## src/rtl/rr_grant_arbiter_pkg.sv

```systemverilog
// Shared types and helpers for the round-robin grant arbiter (package arb_pkg).
// Indices wider than ARB_MAX_REQ requesters are outside the helper's range.
package arb_pkg;

    typedef enum logic [1:0] {
        ARB_IDLE,
        ARB_GRANT,
        ARB_HOLD
    } arb_state_e;

    localparam int ARB_MAX_REQ = 256;

    function automatic int arb_idx_w(input int n);
        return (n > 1) ? $clog2(n) : 1;
    endfunction

    // OR of set-bit positions; exact for a one-hot or all-zero input.
    function automatic int onehot_to_idx(input logic [ARB_MAX_REQ-1:0] oh);
        int idx;
        idx = 0;
        for (int i = 0; i < ARB_MAX_REQ; i++) begin
            if (oh[i]) idx |= i;
        end
        return idx;
    endfunction

endpackage

```

## src/rtl/rr_grant_arbiter_if.sv

```systemverilog
// Request/grant bundle between requesters (master) and the arbiter (slave).
interface rr_grant_arbiter_if
    import arb_pkg::*;
#(
    parameter int NUM_REQ = 16,
    parameter int IDX_W   = arb_idx_w(NUM_REQ)
);
    logic               en;
    logic [NUM_REQ-1:0] req;
    logic [NUM_REQ-1:0] lock;
    logic [NUM_REQ-1:0] gnt;
    logic [IDX_W-1:0]   gnt_idx;
    logic               gnt_valid;
    logic               req_up;

    modport master (output en, req, lock, input gnt, gnt_idx, gnt_valid, req_up);
    modport slave  (input en, req, lock, output gnt, gnt_idx, gnt_valid, req_up);
endinterface

```

## src/rtl/rr_grant_arbiter_pick.sv

```systemverilog
// rr_pick: combinational lowest-index pick among requests strictly above ptr,
// wrapping to the lowest request overall when none lie above it.
module rr_pick
    import arb_pkg::*;
#(
    parameter int NUM_REQ = 16,
    parameter int IDX_W   = arb_idx_w(NUM_REQ)
) (
    input  logic [NUM_REQ-1:0] req,
    input  logic [IDX_W-1:0]   ptr,
    output logic [NUM_REQ-1:0] pick,
    output logic [IDX_W-1:0]   pick_idx,
    output logic               pick_valid
);
    logic [NUM_REQ-1:0] mask;
    logic [NUM_REQ-1:0] req_m;
    logic [NUM_REQ-1:0] sel;

    always_comb begin
        mask = '0;
        for (int i = 0; i < NUM_REQ; i++) begin
            mask[i] = (i > int'(ptr));
        end
    end

    assign req_m      = req & mask;
    assign sel        = (|req_m) ? req_m : req;
    // x & -x isolates the lowest set bit
    assign pick       = sel & (~sel + NUM_REQ'(1));
    assign pick_idx   = IDX_W'(onehot_to_idx(ARB_MAX_REQ'(pick)));
    assign pick_valid = |req;
endmodule

```

## src/rtl/rr_grant_arbiter.sv

```systemverilog
// Registered round-robin arbiter with owner lock. Optional ARB_HOLD_LIMIT_EN
// caps consecutive owned cycles at MAX_HOLD while others are waiting.
module rr_grant_arbiter
    import arb_pkg::*;
#(
    parameter int NUM_REQ  = 16,
    parameter int IDX_W    = arb_idx_w(NUM_REQ),
    parameter int MAX_HOLD = 4
) (
    input logic               clock,
    input logic               reset_n,
    rr_grant_arbiter_if.slave bus
);
    localparam int HC_W = $clog2(MAX_HOLD + 1);

    arb_state_e         state;
    logic [IDX_W-1:0]   ptr;
    logic [HC_W-1:0]    hold_cnt;
    logic [NUM_REQ-1:0] gnt_q;
    logic [IDX_W-1:0]   gnt_idx_q;
    logic               gnt_valid_q;

    logic [NUM_REQ-1:0] pick;
    logic [IDX_W-1:0]   pick_idx;
    logic               pick_valid;
    logic               limit_hit;
    logic               owner_keep;

    rr_pick #(.NUM_REQ(NUM_REQ), .IDX_W(IDX_W)) u_pick (
        .req       (bus.req),
        .ptr       (ptr),
        .pick      (pick),
        .pick_idx  (pick_idx),
        .pick_valid(pick_valid)
    );

`ifdef ARB_HOLD_LIMIT_EN
    // Forcing the owner out only matters when someone else is waiting.
    assign limit_hit = (hold_cnt == HC_W'(MAX_HOLD)) && (|(bus.req & ~gnt_q));
`else
    assign limit_hit = 1'b0;
`endif

    assign owner_keep = (state != ARB_IDLE) && bus.req[gnt_idx_q]
                        && bus.lock[gnt_idx_q] && !limit_hit;

    always_ff @(posedge clock) begin
        if (!reset_n) begin
            state       <= ARB_IDLE;
            ptr         <= IDX_W'(NUM_REQ - 1);
            hold_cnt    <= '0;
            gnt_q       <= '0;
            gnt_idx_q   <= '0;
            gnt_valid_q <= 1'b0;
        end else if (!bus.en) begin
            state       <= ARB_IDLE;
            hold_cnt    <= '0;
            gnt_q       <= '0;
            gnt_idx_q   <= '0;
            gnt_valid_q <= 1'b0;
        end else if (owner_keep) begin
            state <= ARB_HOLD;
            if (hold_cnt != HC_W'(MAX_HOLD)) hold_cnt <= hold_cnt + HC_W'(1);
        end else if (pick_valid) begin
            state       <= ARB_GRANT;
            ptr         <= pick_idx;
            hold_cnt    <= HC_W'(1);
            gnt_q       <= pick;
            gnt_idx_q   <= pick_idx;
            gnt_valid_q <= 1'b1;
        end else begin
            state       <= ARB_IDLE;
            hold_cnt    <= '0;
            gnt_q       <= '0;
            gnt_idx_q   <= '0;
            gnt_valid_q <= 1'b0;
        end
    end

    assign bus.gnt       = gnt_q;
    assign bus.gnt_idx   = gnt_idx_q;
    assign bus.gnt_valid = gnt_valid_q;
    assign bus.req_up    = (|bus.req) & bus.en;
endmodule
```

## src/flat_wrapper.sv

```systemverilog
// flat-port wrapper written by rule: the top's interface ports become plain ports
module rr_grant_arbiter_flat import arb_pkg::*;
#(
    parameter int NUM_REQ  = 16,
    parameter int IDX_W    = arb_idx_w(NUM_REQ),
    parameter int MAX_HOLD = 4
)
  (clock, reset_n, bus_en, bus_req, bus_lock, bus_gnt, bus_gnt_idx, bus_gnt_valid, bus_req_up);
  rr_grant_arbiter_if #(.NUM_REQ(NUM_REQ), .IDX_W(IDX_W)) bus_i ();
  input logic clock;
  input logic reset_n;
  input wire logic [$bits(bus_i.en)-1:0] bus_en;
  input wire logic [$bits(bus_i.req)-1:0] bus_req;
  input wire logic [$bits(bus_i.lock)-1:0] bus_lock;
  output wire logic [$bits(bus_i.gnt)-1:0] bus_gnt;
  output wire logic [$bits(bus_i.gnt_idx)-1:0] bus_gnt_idx;
  output wire logic [$bits(bus_i.gnt_valid)-1:0] bus_gnt_valid;
  output wire logic [$bits(bus_i.req_up)-1:0] bus_req_up;
  assign bus_i.en = bus_en;
  assign bus_i.req = bus_req;
  assign bus_i.lock = bus_lock;
  assign bus_gnt = bus_i.gnt;
  assign bus_gnt_idx = bus_i.gnt_idx;
  assign bus_gnt_valid = bus_i.gnt_valid;
  assign bus_req_up = bus_i.req_up;
  rr_grant_arbiter #(.NUM_REQ(NUM_REQ), .IDX_W(IDX_W), .MAX_HOLD(MAX_HOLD)) u_core (.clock(clock), .reset_n(reset_n), .bus(bus_i));
endmodule
```

## config.mk

```make
export PLATFORM = sky130hd
export DESIGN_NAME = rr_grant_arbiter_flat
export DESIGN_NICKNAME = d
export VERILOG_FILES = /design/src/rtl/rr_grant_arbiter_pkg.sv /design/src/rtl/rr_grant_arbiter_if.sv /design/src/rtl/rr_grant_arbiter_pick.sv /design/src/rtl/rr_grant_arbiter.sv /design/src/flat_wrapper.sv
export SDC_FILE = /design/constraint.sdc
export NUM_CORES = 1
export LEC_CHECK = 0
export CORE_UTILIZATION = 43
export CTS_CLUSTER_DIAMETER = 120
export DETAILED_ROUTE_END_ITERATION = 12
export PLACE_DENSITY = 0.72
export SETUP_SLACK_MARGIN = 0.1
export SLEW_MARGIN = 20
export SYNTH_ARGS = -nofsm -noshare
export SYNTH_HDL_FRONTEND = slang
export SYNTH_SLANG_ARGS = --single-unit
```

## constraint.sdc

```tcl
create_clock -name clock -period 2.9 [get_ports clock]
set_clock_uncertainty 0.2 [all_clocks]
set_input_delay 0.58 -clock clock [delete_from_list [all_inputs] [get_ports clock]]
set_output_delay 0.58 -clock clock [all_outputs]
set_load 0.03 [all_outputs]
```

* After elaboration in Yosys (flattened, before gate mapping) *
Index checks and enable logic that the tools add are counted.

word-level totals
  register bits = 27
  output and inout port bits = 22
  word-level logic and storage cells = 63

operators by class
  add/sub/neg operators = 1
  order comparisons = 16
  multiplexer cells = 25
  bitwise operators = 7
  reduce and logical (&&, ||, !) cells = 8

operators with widths
  operator                                                                      count
  4-bit two-way mux                                                             9
  16-bit AND                                                                    2
  4-bit > comparator, first input constant                                      8
  16-bit two-way mux                                                            2
  16-bit OR reduction                                                           2
  16-bit by 1-bit adder with 16-bit output, second input constant               1
  3-bit by 4-bit > comparator with 1-bit output, first input constant           4
  16-bit inverter                                                               1
  3-bit two-way mux                                                             4
  1-bit binary-select mux with 4-bit select                                     2
  2-bit by 4-bit > comparator with 1-bit output, first input constant           2
  2-bit two-way mux                                                             3
  4-bit by 5-bit less-than comparator with 1-bit output, second input constant  1
  1-bit two-way mux                                                             5
  1-bit by 4-bit > comparator with 1-bit output, first input constant           1
  1-bit inverter                                                                3
  3-bit AND reduction                                                           1
  3-bit OR reduction                                                            1
  1-bit logical AND                                                             2
  2-bit AND reduction                                                           1
  2-bit nonzero test                                                            1
  1-bit AND                                                                     1

* Longest topological paths before layout *
  depth in word-level cells = 23
  gate-level depth with buffers = 12

* Modules after synthesis *
A second synthesis with hierarchy kept.

unflattened totals
  cell total of the unflattened synthesis = 259
  area, all modules = 2021.9 um2

modules (own cells, without submodules)
  module            instances  cells an instance  area each (um2)  seq. area each (um2)
  rr_grant_arbiter  1          111                1142.3           540.5
  rr_pick           1          148                879.6            0.0

* Worst setup path before layout *
Ideal clock, no wire load.

  kind = input port to flip-flop
  from = in bus_req[13]
  to = reg u_core.gnt_idx_q[3], in the netlist u_core.bus.gnt_idx[3]
  library setup time = 0.114 ns
  arrival = 2.607 ns
  data required time = 2.586 ns
  setup slack = -0.021 ns
  stages = 10
  buffers on the path = 1
  cell sequence = buf_2 -> nor4_4 -> a2bb2oi_1 -> a221o_1 -> o311a_4 -> o211a_1 -> o211ai_2 -> a31oi_1 -> a22o_1 -> a21o_1

on the way
  word-level cells in the longest chain between the ends = 15
  elaborated cells between the ends (all ways) = 20
  classes of those cells = 1 x add/sub; 12 x mux; 3 x bitwise; 4 x reduce/logical

RTL lines
  what                                      line                         text
  start: declaration                        flat_wrapper.sv:13           input wire logic [$bits(bus_i.req)-1:0] bus_req;
  16-bit AND                                rr_grant_arbiter_pick.sv:26  assign req_m = req & mask;
  16-bit OR reduction                       rr_grant_arbiter_pick.sv:27  assign sel = (|req_m) ? req_m : req;
  16-bit two-way mux                        rr_grant_arbiter_pick.sv:27
  16-bit inverter                           rr_grant_arbiter_pick.sv:29  assign pick = sel & (~sel + NUM_REQ'(1));
  16-bit by 1-bit adder with 16-bit output  rr_grant_arbiter_pick.sv:29
  16-bit AND                                rr_grant_arbiter_pick.sv:29
  4-bit two-way mux (8 in series)           rr_grant_arbiter_pkg.sv:22   if (oh[i]) idx |= i;
  4-bit two-way mux                         rr_grant_arbiter.sv:64       end else if (pick_valid) begin
  end signal: assignment                    rr_grant_arbiter.sv:69       gnt_idx_q <= pick_idx;
  end: declaration                          rr_grant_arbiter.sv:20       logic [IDX_W-1:0] gnt_idx_q;

Several ways; a longest one is shown, not always the timed one. The select of a mux whose other input is x is not followed.
A chain may end at the register's enable or synchronous reset.

* Worst setup path after layout *
  from = in bus_req[11]
  to = reg u_core.ptr[0]

on the way
  word-level cells in the longest chain between the ends = 21
  elaborated cells between the ends (all ways) = 28
  classes of those cells = 1 x add/sub; 18 x mux; 4 x bitwise; 5 x reduce/logical

RTL lines
  what                                      line                         text
  16-bit AND                                rr_grant_arbiter_pick.sv:26
  16-bit OR reduction                       rr_grant_arbiter_pick.sv:27
  16-bit two-way mux                        rr_grant_arbiter_pick.sv:27
  16-bit inverter                           rr_grant_arbiter_pick.sv:29
  16-bit by 1-bit adder with 16-bit output  rr_grant_arbiter_pick.sv:29
  16-bit AND                                rr_grant_arbiter_pick.sv:29
  1-bit two-way mux                         rr_grant_arbiter_pkg.sv:22
  2-bit two-way mux (2 in series)           rr_grant_arbiter_pkg.sv:22
  3-bit two-way mux (4 in series)           rr_grant_arbiter_pkg.sv:22
  4-bit two-way mux (8 in series)           rr_grant_arbiter_pkg.sv:22
  end signal: assignment                    rr_grant_arbiter.sv:50       ptr <= IDX_W'(NUM_REQ - 1);
  end signal: assignment                    rr_grant_arbiter.sv:66       ptr <= pick_idx;
  end: declaration                          rr_grant_arbiter.sv:17       logic [IDX_W-1:0] ptr;

Several ways; a longest one is shown, not always the timed one. The select of a mux whose other input is x is not followed.

==> impl_metrics.json <==
{
  "status": "finished clean",
  "start_kind": "input pin",
  "gp_congestion": 0.906,
  "dp.cells": 442,
  "place_hpwl_um": 5920,
  "crit_chain": "buf_2, nor2b_1, nor3_4, a21oi_2, nor3_2, buf_4, a311oi_2, o211ai_1, buf_4, or2_4, and4b_2, a21oi_2",
  "diodes": 0,
  "drv_cap": 0,
  "final.setup.tns_ps": 0,
  "std_cell_rows": 24,
  "critPathRequiredTime_ps": 2920,
  "crit_slowest_cell": "a311oi_2",
  "synth_edf_count": 0,
  "clock_latency_ps": 280,
  "clock_power_share_pct": 6.9,
  "switching_share_pct": 45.6,
  "path_max_fanout": 7,
  "layout_common_cells": "buf_4, clkdlybuf4s50_1, nand2_1",
  "slew_headroom_pct": 68.4,
  "drt_iter0_markers": 385,
  "pin_count": 57,
  "finalSetupViolCount": 0,
  "ys_warn_count": 0,
  "wirelength_um": 9290,
  "initial_core_util_pct": 45.6,
  "ys_seq_area_share_pct": 26.8,
  "die_height_um": 70.4,
  "drtPass1Iterations": 7,
  "max_freq_ghz": 0.346,
  "final_util_pct": 83.9,
  "grt_overflow": 0,
  "syn_nets": 305,
  "critPathBufInv": 3,
  "finalNetCount": 449,
  "htree_levels": 1,
  "syn2layout_area_growth_pct": 84.0,
  "final_common_cell": "buf_4",
  "dr_total_vias": 2997,
  "cts_sinks": 27,
  "grt_max_degree": 17,
  "postCtsHoldBufs": 0,
  "coreArea_um2": 4410,
  "grt_pass1_vias": 2604,
  "synth-seq-cells": 27,
  "tightestPinTransition_ps": 473,
  "dieArea_um2": 4960,
  "hold_viol": 0,
  "portBuffers": 56,
  "yosysTopAreaCell": "dfxtp_1",
  "max-vdd-ir-drop_mv": 0.483,
  "finalHoldWorstSlack_ps": 249,
  "syn_inst": 270,
  "seq_power_share_pct": 16.9,
  "viasPerCell": 6.45,
  "internal_power_mw": 1.81,
  "rsz0062_at_grt": "true",
  "synthDominantCellAreaShare_pct": 26.8,
  "arrival_ps": 2910,
  "clockRootBuffer": "clkbuf_8",
  "critPathKind": "input pin to flip-flop",
  "setup_ws_ps": 5.82,
  "tritoncts": "yes",
  "grt_usage_pct": 32.2,
  "synthTopCellsByArea": "dfxtp_1, nand2_1, o21ai_0, nor2_1, a21oi_1",
  "final_max_slew_viol_count": 0,
  "drcViolationCount": 0,
  "drive_above_1_share_pct": 43.8,
  "yosysUniqueCellTypes": 59,
  "syn_area_um2": 2010,
  "die_x_um": 70.4,
  "max_stage_delay_ps": 340,
  "period_minus_slack_ps": 2890,
  "fill_cells": 261,
  "p_leak_nw": 1.53,
  "synth_flop_cell": "dfxtp_1",
  "cpLargestDelayFamily": "simple AND/OR/NAND/NOR gates",
  "power_frac_comb_pct": 76.2,
  "fin_crit_sh_pct": 99.8,
  "endpoint_kind": "flip-flop",
  "wl_per_cell_um": 20.0,
  "numCtsBuffers": 3,
  "clk_path_buf_depth": 2,
  "p_per_area_nw_per_um2": 899,
  "antenna_found_initial": 0,
  "p_switching_mw": 1.52,
  "grt_pass1_wl_um": 12600,
  "clk_pin_slew_ps": 100,
  "ant_nets": 0,
  "synthArstFlopShare_pct": 0,
  "worstHoldPathType": "flip-flop to flip-flop",
  "final_cell_count_no_fill": 465,
  "pre_cts_ws_ps": -820,
  "synth.avg_cell_area_um2": 7.46
}
sequential cells by signal, indices dropped and copies added, names as in the netlist:
signal and count:
u_core.bus.gnt 16, u_core.bus.gnt_valid 1, u_core.bus.gnt_idx 4, u_core.ptr 4
u_core.state 2
routing by layer:
metal | routed length, um | global-route usage, % | vias to the layer above
met4 | 473 | 11.3 | 0
met2 | 4380 | 53.8 | 257
met3 | 996 | 4.18 | 60
li1 | - | - | 1302
met1 | 3440 | 42.4 | 1378
met5 | 0 | 0 | -
power groups by stage:
stage	Combinational [mW]	Clock, mW	Sequential [mW]
2_1_floorplan	0.940	0	0.568
3_3_place_gp	1.87	0	0.542
3_5_place_dp	1.89	0	0.545
4_1_cts	2.07	0.226	0.544
5_1_grt	2.63	0.243	0.566
6_report	2.54	0.230	0.561
synth_stat cells, drive strengths merged (2+ instances only):
cell	instances
a21o	4
a21oi	15
a221oi	2
a22o	6
a2bb2oi	2
a311o	2
a311oi	2
a31oi	4
a32o	5
a41oi	2
and2	2
buf	10
clkbuf	7
dfxtp	27
inv	11
mux2i	4
nand2	37
nand2b	8
nand3	14
nand4	2
nor2	19
nor2b	9
nor3	6
nor3b	2
nor4	3
o211a	2
o211ai	5
o21ai	25
o21bai	2
o22ai	2
o311a	2
o311ai	2
o31ai	4
o32a	2
or2	4
or3	2
logic make-up (layout without fill, tap and decap cells):
kind of cell	count (synthesis)	after routing	synth area share, %
simple gates	112	112	28.1
buf+inv	28	171	5.78
flops	27	27	26.8
compound gates	98	98	36.2
mux	5	5	3.11
path summary, 6_finish.rpt:
| path | start | end | slack [ps] | depth (start not counted) |
|---|---|---|---|---|
| max | bus_req[11] | u_core.ptr[0]$_SDFFE_PN1P_ | 6 | 12 |
| min | u_core.bus.gnt[6]$_SDFFE_PN0N_ | u_core.bus.gnt[6]$_SDFFE_PN0N_ | 250 | 2 |
| max reg2reg | u_core.ptr[3]$_SDFFE_PN1P_ | u_core.ptr[0]$_SDFFE_PN1P_ | 6 | 12 |
| min reg2reg | u_core.bus.gnt[6]$_SDFFE_PN0N_ | u_core.bus.gnt[6]$_SDFFE_PN0N_ | 250 | 2 |
worst reg2reg max path, delay by kind of cell (launching register included):
family / cells / cell delay, ps
AO/OA/AOI/OAI: 5 / 1030
buffers and inverters: 3 / 490
flip-flops: 1 / 390
AND/OR/NAND/NOR: 4 / 720
layout make-up:
type | instances | area (um^2) | share of cell area (%)
clock buffer | 3 | 41.3 | 1.11
multi-input combinational | 215 | 1680 | 45.2
clock inverter | 1 | 7.51 | 0.203
timing repair buffer | 156 | 1320 | 35.7
sequential | 27 | 551 | 14.9
inverter | 11 | 41.3 | 1.11
tap | 52 | 65.1 | 1.76
through the flow:
step / area [um^2] / power (mW)
4_1_cts: 3430 / 2.84
3_5_place_dp: 3230 / 2.44
3_3_place_gp: 3230 / 2.41
5_1_grt: 3700 / 3.44
6_report: 3700 / 3.33
2_1_floorplan: 2050 / 1.51
repair_timing:
item | CTS | global route
setup endpoints to repair | 27 | 19
resized for setup | 97 | 53
buffers inserted | 9 | 11
pin swaps | 29 | 29
endpoints found under the hold margin | 0 | 0
No activity file was read; power rests on OpenSTA's default activity.
